### src/rtl/mips_pkg.sv
// Shared MIPS decode constants: ALU operation codes, opcodes and R-type funct values.
package mips_pkg;

   // ALU operation codes (must match the ALU's own encoding)
   localparam logic [3:0] ALU_AND = 4'b0000;
   localparam logic [3:0] ALU_OR  = 4'b0001;
   localparam logic [3:0] ALU_ADD = 4'b0010;
   localparam logic [3:0] ALU_SLL = 4'b0100;
   localparam logic [3:0] ALU_SUB = 4'b0110;
   localparam logic [3:0] ALU_SLT = 4'b0111;
   localparam logic [3:0] ALU_SRL = 4'b1000;
   localparam logic [3:0] ALU_NOR = 4'b1100;

   // Primary opcodes, instr[31:26]
   localparam logic [5:0] OP_RTYPE = 6'h00;
   localparam logic [5:0] OP_BEQ   = 6'h04;
   localparam logic [5:0] OP_ADDI  = 6'h08;
   localparam logic [5:0] OP_LW    = 6'h23;
   localparam logic [5:0] OP_SW    = 6'h2B;

   // R-type funct codes, instr[5:0]
   localparam logic [5:0] F_SLL = 6'h00;
   localparam logic [5:0] F_SRL = 6'h02;
   localparam logic [5:0] F_ADD = 6'h20;
   localparam logic [5:0] F_SUB = 6'h22;
   localparam logic [5:0] F_AND = 6'h24;
   localparam logic [5:0] F_OR  = 6'h25;
   localparam logic [5:0] F_NOR = 6'h27;
   localparam logic [5:0] F_SLT = 6'h2A;

endpackage

### src/rtl/alu_issue_stage_if.sv
// Decode-to-execute bus: decode handshake in, registered ALU control/operands out.
// The master modport is the issue stage; the slave modport is its environment.
interface alu_issue_stage_if #(
   parameter int DATA_W     = 32,
   parameter int REG_ADDR_W = 5
);
   logic                  id_valid;
   logic                  id_ready;
   logic [31:0]           id_instr;
   logic [DATA_W-1:0]     id_rs_data;
   logic [DATA_W-1:0]     id_rt_data;
   logic                  flush;
   logic                  ex_ready;
   logic                  ex_valid;
   logic [3:0]            aluControlOp;
   logic                  aluSrc;
   logic [DATA_W-1:0]     rsData;
   logic [DATA_W-1:0]     rtData;
   logic [4:0]            shamt;
   logic [DATA_W-1:0]     imm;
   logic [REG_ADDR_W-1:0] ex_dest;
   logic                  ex_reg_write;
   logic                  ex_mem_read;
   logic                  ex_mem_write;
   logic                  ex_branch;
   logic                  ex_illegal;
   logic [31:0]           issue_count;

   modport master (
      input  id_valid, id_instr, id_rs_data, id_rt_data, flush, ex_ready,
      output id_ready, ex_valid, aluControlOp, aluSrc, rsData, rtData, shamt, imm,
             ex_dest, ex_reg_write, ex_mem_read, ex_mem_write, ex_branch, ex_illegal,
             issue_count
   );

   modport slave (
      output id_valid, id_instr, id_rs_data, id_rt_data, flush, ex_ready,
      input  id_ready, ex_valid, aluControlOp, aluSrc, rsData, rtData, shamt, imm,
             ex_dest, ex_reg_write, ex_mem_read, ex_mem_write, ex_branch, ex_illegal,
             issue_count
   );
endinterface

### src/rtl/alu_ctrl_decode.sv
// Combinational MIPS decoder: instruction word to ALU control and writeback/memory flags.
module alu_ctrl_decode
   import mips_pkg::*;
#(
   parameter int REG_ADDR_W = 5
) (
   input  logic [31:0]           instr,
   output logic [3:0]            op,
   output logic                  alu_src,
   output logic [REG_ADDR_W-1:0] dest,
   output logic                  reg_write,
   output logic                  mem_read,
   output logic                  mem_write,
   output logic                  branch,
   output logic                  illegal
);

   logic [5:0] opcode;
   logic [5:0] funct;
   logic       unused_bits;

   assign opcode      = instr[31:26];
   assign funct       = instr[5:0];
   // rs and shamt fields are routed around the decoder by the stage
   assign unused_bits = ^{instr[25:21], instr[10:6]};

   // Map opcode/funct to control; anything unrecognised is illegal and writes nothing
   always_comb begin
      op        = ALU_ADD;
      alu_src   = 1'b0;
      dest      = '0;
      reg_write = 1'b0;
      mem_read  = 1'b0;
      mem_write = 1'b0;
      branch    = 1'b0;
      illegal   = 1'b0;
      unique case (opcode)
         OP_RTYPE: begin
            dest      = REG_ADDR_W'(instr[15:11]);
            reg_write = 1'b1;
            case (funct)
               F_ADD:   op = ALU_ADD;
               F_SUB:   op = ALU_SUB;
               F_AND:   op = ALU_AND;
               F_OR:    op = ALU_OR;
               F_NOR:   op = ALU_NOR;
               F_SLT:   op = ALU_SLT;
               F_SLL:   op = ALU_SLL;
               F_SRL:   op = ALU_SRL;
               default: begin
                  illegal   = 1'b1;
                  reg_write = 1'b0;
                  dest      = '0;
               end
            endcase
         end
         OP_ADDI: begin
            alu_src   = 1'b1;
            dest      = REG_ADDR_W'(instr[20:16]);
            reg_write = 1'b1;
         end
         OP_LW: begin
            alu_src   = 1'b1;
            dest      = REG_ADDR_W'(instr[20:16]);
            reg_write = 1'b1;
            mem_read  = 1'b1;
         end
         OP_SW: begin
            alu_src   = 1'b1;
            dest      = REG_ADDR_W'(instr[20:16]);
            mem_write = 1'b1;
         end
         OP_BEQ: begin
            op        = ALU_SUB;
            dest      = REG_ADDR_W'(instr[20:16]);
            branch    = 1'b1;
         end
         default: illegal = 1'b1;
      endcase
      // Writes to $zero are discarded; this also makes the all-zero NOP harmless
      if (dest == '0) reg_write = 1'b0;
   end

endmodule

### src/rtl/alu_issue_stage.sv
// ID/EX issue register: decodes one instruction per cycle into ALU control and
// operands, with stall/drain handshake, flush, and a saturating issue counter.
module alu_issue_stage
   import mips_pkg::*;
#(
   parameter int DATA_W     = 32,
   parameter int REG_ADDR_W = 5
) (
   input  logic              clk,
   input  logic              rst,
   alu_issue_stage_if.master bus
);

   logic [3:0]            dec_op;
   logic                  dec_alu_src;
   logic [REG_ADDR_W-1:0] dec_dest;
   logic                  dec_reg_write;
   logic                  dec_mem_read;
   logic                  dec_mem_write;
   logic                  dec_branch;
   logic                  dec_illegal;
   logic                  load;

   alu_ctrl_decode #(.REG_ADDR_W(REG_ADDR_W)) u_decode (
      .instr     (bus.id_instr),
      .op        (dec_op),
      .alu_src   (dec_alu_src),
      .dest      (dec_dest),
      .reg_write (dec_reg_write),
      .mem_read  (dec_mem_read),
      .mem_write (dec_mem_write),
      .branch    (dec_branch),
      .illegal   (dec_illegal)
   );

   // Accept when the register is empty or is being consumed; flush drops the incoming word
   always_comb begin
      bus.id_ready = !bus.ex_valid || bus.ex_ready;
      load         = bus.id_valid && bus.id_ready && !bus.flush;
   end

   // Issue register: reset clears everything, flush kills, load captures, drain invalidates
   always_ff @(posedge clk) begin
      if (rst) begin
         bus.ex_valid     <= 1'b0;
         bus.aluControlOp <= ALU_AND;
         bus.aluSrc       <= 1'b0;
         bus.rsData       <= '0;
         bus.rtData       <= '0;
         bus.shamt        <= '0;
         bus.imm          <= '0;
         bus.ex_dest      <= '0;
         bus.ex_reg_write <= 1'b0;
         bus.ex_mem_read  <= 1'b0;
         bus.ex_mem_write <= 1'b0;
         bus.ex_branch    <= 1'b0;
         bus.ex_illegal   <= 1'b0;
         bus.issue_count  <= '0;
      end else if (bus.flush) begin
         bus.ex_valid <= 1'b0;
      end else if (load) begin
         bus.ex_valid     <= 1'b1;
         bus.aluControlOp <= dec_op;
         bus.aluSrc       <= dec_alu_src;
         bus.rsData       <= bus.id_rs_data;
         bus.rtData       <= bus.id_rt_data;
         bus.shamt        <= bus.id_instr[10:6];
         bus.imm          <= {{(DATA_W-16){bus.id_instr[15]}}, bus.id_instr[15:0]};
         bus.ex_dest      <= dec_dest;
         bus.ex_reg_write <= dec_reg_write;
         bus.ex_mem_read  <= dec_mem_read;
         bus.ex_mem_write <= dec_mem_write;
         bus.ex_branch    <= dec_branch;
         bus.ex_illegal   <= dec_illegal;
         if (bus.issue_count != 32'hFFFF_FFFF) bus.issue_count <= bus.issue_count + 32'd1;
      end else if (bus.ex_valid && bus.ex_ready) begin
         bus.ex_valid <= 1'b0;
      end
   end

endmodule

### src/flat_wrapper.sv
// flat-port wrapper written by rule: the top's interface ports become plain ports
module alu_issue_stage_flat import mips_pkg::*;
#(
   parameter int DATA_W     = 32,
   parameter int REG_ADDR_W = 5
)
  (clk, rst, bus_id_valid, bus_id_instr, bus_id_rs_data, bus_id_rt_data, bus_flush, bus_ex_ready, bus_id_ready, bus_ex_valid, bus_aluControlOp, bus_aluSrc, bus_rsData, bus_rtData, bus_shamt, bus_imm, bus_ex_dest, bus_ex_reg_write, bus_ex_mem_read, bus_ex_mem_write, bus_ex_branch, bus_ex_illegal, bus_issue_count);
  alu_issue_stage_if #(.DATA_W(DATA_W), .REG_ADDR_W(REG_ADDR_W)) bus_i ();
  input  logic clk;
  input  logic rst;
  input wire logic [$bits(bus_i.id_valid)-1:0] bus_id_valid;
  input wire logic [$bits(bus_i.id_instr)-1:0] bus_id_instr;
  input wire logic [$bits(bus_i.id_rs_data)-1:0] bus_id_rs_data;
  input wire logic [$bits(bus_i.id_rt_data)-1:0] bus_id_rt_data;
  input wire logic [$bits(bus_i.flush)-1:0] bus_flush;
  input wire logic [$bits(bus_i.ex_ready)-1:0] bus_ex_ready;
  output wire logic [$bits(bus_i.id_ready)-1:0] bus_id_ready;
  output wire logic [$bits(bus_i.ex_valid)-1:0] bus_ex_valid;
  output wire logic [$bits(bus_i.aluControlOp)-1:0] bus_aluControlOp;
  output wire logic [$bits(bus_i.aluSrc)-1:0] bus_aluSrc;
  output wire logic [$bits(bus_i.rsData)-1:0] bus_rsData;
  output wire logic [$bits(bus_i.rtData)-1:0] bus_rtData;
  output wire logic [$bits(bus_i.shamt)-1:0] bus_shamt;
  output wire logic [$bits(bus_i.imm)-1:0] bus_imm;
  output wire logic [$bits(bus_i.ex_dest)-1:0] bus_ex_dest;
  output wire logic [$bits(bus_i.ex_reg_write)-1:0] bus_ex_reg_write;
  output wire logic [$bits(bus_i.ex_mem_read)-1:0] bus_ex_mem_read;
  output wire logic [$bits(bus_i.ex_mem_write)-1:0] bus_ex_mem_write;
  output wire logic [$bits(bus_i.ex_branch)-1:0] bus_ex_branch;
  output wire logic [$bits(bus_i.ex_illegal)-1:0] bus_ex_illegal;
  output wire logic [$bits(bus_i.issue_count)-1:0] bus_issue_count;
  assign bus_i.id_valid = bus_id_valid;
  assign bus_i.id_instr = bus_id_instr;
  assign bus_i.id_rs_data = bus_id_rs_data;
  assign bus_i.id_rt_data = bus_id_rt_data;
  assign bus_i.flush = bus_flush;
  assign bus_i.ex_ready = bus_ex_ready;
  assign bus_id_ready = bus_i.id_ready;
  assign bus_ex_valid = bus_i.ex_valid;
  assign bus_aluControlOp = bus_i.aluControlOp;
  assign bus_aluSrc = bus_i.aluSrc;
  assign bus_rsData = bus_i.rsData;
  assign bus_rtData = bus_i.rtData;
  assign bus_shamt = bus_i.shamt;
  assign bus_imm = bus_i.imm;
  assign bus_ex_dest = bus_i.ex_dest;
  assign bus_ex_reg_write = bus_i.ex_reg_write;
  assign bus_ex_mem_read = bus_i.ex_mem_read;
  assign bus_ex_mem_write = bus_i.ex_mem_write;
  assign bus_ex_branch = bus_i.ex_branch;
  assign bus_ex_illegal = bus_i.ex_illegal;
  assign bus_issue_count = bus_i.issue_count;
  alu_issue_stage #(.DATA_W(DATA_W), .REG_ADDR_W(REG_ADDR_W)) u_core (.clk(clk), .rst(rst), .bus(bus_i));
endmodule
### config.mk
export PLATFORM = sky130hd
export DESIGN_NAME = alu_issue_stage_flat
export DESIGN_NICKNAME = d
export VERILOG_FILES = /design/src/rtl/mips_pkg.sv /design/src/rtl/alu_issue_stage_if.sv /design/src/rtl/alu_ctrl_decode.sv /design/src/rtl/alu_issue_stage.sv /design/src/flat_wrapper.sv
export SDC_FILE = /design/constraint.sdc
export NUM_CORES = 1
export LEC_CHECK = 0
export BUFFER_PORTS_ARGS = -buffer_cell sky130_fd_sc_hd__buf_2
export CAP_MARGIN = 20
export CORE_ASPECT_RATIO = 1.25
export CORE_MARGIN = 4
export CORE_UTILIZATION = 42
export DETAILED_ROUTE_END_ITERATION = 10
export GPL_TIMING_DRIVEN = 0
export MAX_ROUTING_LAYER = met4
export PLACE_DENSITY_LB_ADDON = 0.12
export RECOVER_POWER = 100
export SYNTH_ARGS = -nofsm -noshare
export SYNTH_HDL_FRONTEND = slang
export SYNTH_SLANG_ARGS = --single-unit
### constraint.sdc
create_clock -name clk -period 2 [get_ports clk]
set_input_delay 0.1 -clock clk [delete_from_list [all_inputs] [get_ports clk]]
set_output_delay 0.1 -clock clk [all_outputs]
set_load 0.01 [all_outputs]
## Word level (Yosys, flattened, before mapping)

Index checks and enable logic that the tools add are counted.

- Logic and storage cells: 60
- Output and inout port bits: 150
- Input port bits: 101
- Flip-flop bits (word level): 133

- Reduce and logical (&&, ||, !) cells: 17
- $add $sub $neg: 1
- Muxes and demuxes: 15
- Bitwise logic cells: 1
- Equality and inequality tests: 12

Operators with widths:

| cell | number |
|---|---|
| 6-bit equality test, second input constant | 8 |
| 32-bit by 1-bit adder with 32-bit output, second input constant | 1 |
| 32-bit inequality test, second input constant | 1 |
| 4-bit case mux with 7 select lines | 1 |
| 6-bit zero test | 2 |
| 5-bit case mux with 2 select lines | 1 |
| 1-bit 2-to-1 mux | 9 |
| 4-bit case mux with 2 select lines | 1 |
| 8-bit OR reduction | 1 |
| 6-bit by 2-bit equality test with 1-bit output, second input constant | 1 |
| 6-bit by 3-bit equality test with 1-bit output, second input constant | 1 |
| 6-bit by 4-bit equality test with 1-bit output, second input constant | 1 |
| 5-bit zero test | 1 |
| 5-bit 2-to-1 mux | 1 |
| 1-bit case mux with 2 select lines | 2 |
| 2-bit OR reduction | 2 |
| 4-bit OR reduction | 1 |
| 1-bit logical AND | 3 |
| 3-bit AND reduction | 1 |
| 3-bit OR reduction | 1 |
| 1-bit zero test | 2 |
| 2-bit AND reduction | 1 |
| 2-bit nonzero test | 1 |
| 1-bit logical OR | 1 |
| 1-bit inverter | 1 |

## Longest topological paths before layout

- Word-level depth: 6
- Gate-level depth with buffers: 8
- Mapped depth without buffers: 6

## By module

Synthesis repeated with hierarchy kept, for this count alone.

- Cells, all modules: 688
- Area, all modules: 5510.3 um^2

Modules (own cells, without submodules):

| module | times used | cells each | sequential area each (um^2) | area an instance (um^2) |
|---|---|---|---|---|
| alu_issue_stage | 1 | 628 | 2562.5 | 5107.4 |
| alu_ctrl_decode | 1 | 60 | 0.0 | 402.9 |

## Worst setup path after synthesis

Ideal clock, no wire load.

- Kind: register -> register
- From: reg u_core.bus.issue_count[0] (netlist bit)
- To: reg u_core.bus.issue_count[10] (netlist bit)
- Cell stages (with the launch flop): 9
- Required time: 1930 ps
- Buffers on the path: 2
- Path slack: 30 ps
- Arrival time: 1899 ps
- Cell sequence: dfxtp_1 -> ha_1 -> and2_1 -> and2_1 -> and4_1 -> buf_2 -> buf_2 -> or3_1 -> a21oi_1

- Longest elaborated chain between the ends: 2
- Elaborated cells between the ends (all ways): 3
- Those cells by class: add/sub: 1; eq/ne: 1; reduce/logical: 1

RTL lines:

| item | RTL line | text |
|---|---|---|
| start: declaration | alu_issue_stage_if.sv:33 | `issue_count` |
| start signal: assignment | alu_issue_stage.sv:75 | `if (bus.issue_count != 32'hFFFF_FFFF) bus.issue_count <= bus.issue_count + 32'd1;` |
| parallel branches: the longest is 2 deep, another holds 32-bit by 1-bit adder with 32-bit output | -- |  |

Parallel ways; which one is timed is not known.
A chain may end at the register's enable or synchronous reset.

## Worst setup path after layout

- From: reg u_core.bus.issue_count[1] (netlist bit)
- To: reg u_core.bus.issue_count[8] (netlist bit)

The elaborated chain is that of the path after synthesis.

==> impl_results.md <==
- GPL Wtd Cong: 0.8086
- Crit Path Max Fanout: 10
- Vias/cell: about 5.1
- Clock Skews: 0.007523 ns
- Post-synthesis simple-gate area fraction: 0.2682
- Post-synth EDFFs: 0
- Most used DFF post-synth: dfxtp_1
- Drt initial violations: 200
- Clk_lat worst skew: 0.41 ns
- Drt pass-1 iters: 5
- WL final: around 18,000 um
- Num rows: 46
- Hpwl dp: approximately 13,000 um
- HP Class: input pin to register
- Layout area overhead: 52.11%
- Overall Global Routing Usage: 0.2529
- Commonest non-fill, non-tap cells in the layout: 182 x nand2_1, 143 x clkbuf_1, 122 x buf_2, 120 x dfxtp_1, 115 x a21oi_1
- Final #Nets: 1,125
- Die X: 109.4 um
- Critical Path Start Type: register
- Synthesized instance count: ~680
- Synthesized area per cell: 7.954 sq um
- Post-Syn Area: 5393 sq um
- Residual DRC: 0
- IO Count: 251
- Slew Viols, Final: 0
- Vias in the first global route: 5,909
- Setup TNS: 0 ns
- First-pass GRT wire length: approximately 29,000 um
- Slew HR: 0.4339
- Worst-path clk slew: ~0.060 ns
- Root buf cell: clkbuf_16
- CTS buffer count: 17
- Most common cell after layout, fill and taps aside: nand2_1
- Sink Count: 128
- ANT cells: 0
- WP data arrival: ~2.3 ns
- Area occupied by registers: around 2600 sq um
- Vias: 6,109
- Die H: 134.7 um
- Post-synthesis sequential area ratio: 0.4752
- Clk buf depth: 2
- FMAX: approximately 0.52 GHz
- Finished Layout Cells: 1,203
- # fillers: between 1,000 and 1,500
- Placed cells: 1,089
- Layout cell share with drive strength beyond 1: 0.2232
- Max VDD drop: roughly 500 uV
- Power per Cell Area: 802.8 nW/um^2
- Initial antenna violation count: 0
- Critical Path Sink Type: register
- Post-synthesis mux area share: 0.002088
- Design area: roughly 8000 sq um
- Crit path required time: between 2 and 2.5 ns
- Combined area of the multi-input logic cells: 2519 sq um
- Count of cell types in the netlist: 49
- Max Cap Viol: 0
- Fin crit period: 1.936 ns
- Total congestion overflow: 0
- Final period utilization: 0.9678
- DIE AREA: 14,730 sq um
- Post-synthesis compound-gate area fraction: 0.1824
- Post-route ant nets: 0
- Seq cells post-synth: about 130
- Synth Area in XOR/XNOR: 0.003248
- Core Area: 12,660 sq um
- Async SR Flop Fraction: 0
- Largest net degree at the start of global routing: 19
- Slew @ Worst Pin: 0.8466 ns
- Adder-Cell Fraction of Synth Area: 0.002320
- Leakage: 3.148 nW
- Yosys warns: 0
- Crit Path Category: register to register
- Area post-placement: 6819 sq um
- Initial Util: 0.4259
- Main combinational cell family by area after synthesis: simple AND/OR/NAND/NOR gates
- CTS tree: built
- Final Setup Violations: 0
- I/O Buffers: 243
- Mapped Nets: 780
- Outcome: finished clean
- Final Hold Fails: 0
- H-tree lvl count: 4
- Avg WL per Cell: 15.32 um
[power breakdown]
group | total, mW | internal [mW] | switching (mW)
Clock | 3.18 | 2.03 | 1.15
Combinational | 0.720 | 0.334 | 0.385
Sequential | 2.69 | 2.64 | 0.0515
[through the flow]
step	hold slack [ns]	power, mW	setup WS (ns)	utilization
3_3_place_gp	0.3116	3.337	-0.2289	0.5385
2_1_floorplan	0.1793	3.042	0.03026	-
5_1_grt	0.03240	6.836	-0.003531	0.6478
6_report	0.03270	6.585	0.06434	0.6478
4_1_cts	0.01253	6.636	0.006726	0.6525
3_5_place_dp	0.3175	3.343	-0.2537	0.5385
[critical path, cell delays in order (launching register included)]
cell and delay, ns:
dfxtp_4 0.37, ha_4 0.17, and2_1 0.17, and2_4 0.19
and4_4 0.15, buf_6 0.13, buf_4 0.16, or3_1 0.38
a21oi_2 0.14
[layer usage]
| metal | track usage | up-vias | wire length [um] |
|---|---|---|---|
| met2 | 0.4321 | 232 | 9587 |
| met4 | 0.1040 | 0 | 553 |
| met1 | 0.2827 | 2794 | 7121 |
| li1 | - | 3042 | - |
| met5 | - | - | 0 |
| met3 | 0.05595 | 41 | 1172 |
[cells in the mapped netlist, drive strengths merged, types with 2 or more instances]
master     n  area, sq um
a2111oi    2        23.77
and3       3        18.77
clkbuf    33        123.9
nor4       4        25.02
o31ai     16        120.1
dfxtp    128         2562
nor3      18        95.09
nor2      22        85.09
buf       31        208.9
o21ai     17        85.08
a31oi      4        25.02
xnor2      2        17.52
nand4     11        75.07
and2       3        18.77
o2111ai    2        30.03
a21oi    117        596.8
nand3b     4        30.03
and4       5        48.80
a221oi     5        43.79
nand2    183        686.9
nand3     12        65.06
or4       17        127.6
inv        7        26.28
or3       16        100.1
nor2b      2        12.51
[registers in the layout, indices dropped and copies added (netlist names)]
name and flops:
u_core.bus.ex_valid 1, u_core.bus.imm 16, u_core.bus.ex_illegal 1, u_core.bus.rtData 32, u_core.bus.rsData 32, u_core.bus.ex_mem_read 1
u_core.bus.ex_branch 1, u_core.bus.aluControlOp 4, u_core.bus.aluSrc 1, u_core.bus.ex_mem_write 1, u_core.bus.ex_reg_write 1, u_core.bus.issue_count 32
u_core.bus.ex_dest 5
[final cells by class]
class | instances | share of cell area
Buffer | 63 | 0.04515
Clock buffer | 19 | 0.05522
Clock inverter | 12 | 0.01922
Inverter | 7 | 0.003203
Multi-Input combinational cell | 479 | 0.3070
Sequential cell | 128 | 0.3142
Tap cell | 168 | 0.02563
Timing Repair Buffer | 327 | 0.2303
[cells by family (layout without fill, tap and decap cells)]
logic type,Yosys count,after routing
simple gates,306,306
compound gates,169,169
flops,128,128
buf+inv,71,428
xor+xnor,2,2
fa+ha+maj,1,1
mux,1,1
[final timing paths]
kind	cells after the start	end	from	slack, ns
max	8	u_core.bus.issue_count[8]	u_core.bus.issue_count[1]	0.06
min reg2reg	2	u_core.bus.imm[11]	u_core.bus.imm[11]	0.45
max reg2reg	8	u_core.bus.issue_count[8]	u_core.bus.issue_count[1]	0.06
min	3	u_core.bus.ex_mem_write	bus_id_instr[29]	0.03
[what timing repair did]
item / in CTS / in global routing
endpoints found under the setup margin: 109 / 116
hold buffers: 79 / 0
gates resized for setup: 26 / 23
buffers inserted: 0 / 5
endpoints found under the hold margin: 78 / 0
pin swaps: 1 / 4
(Power assumes the default switching activity.)
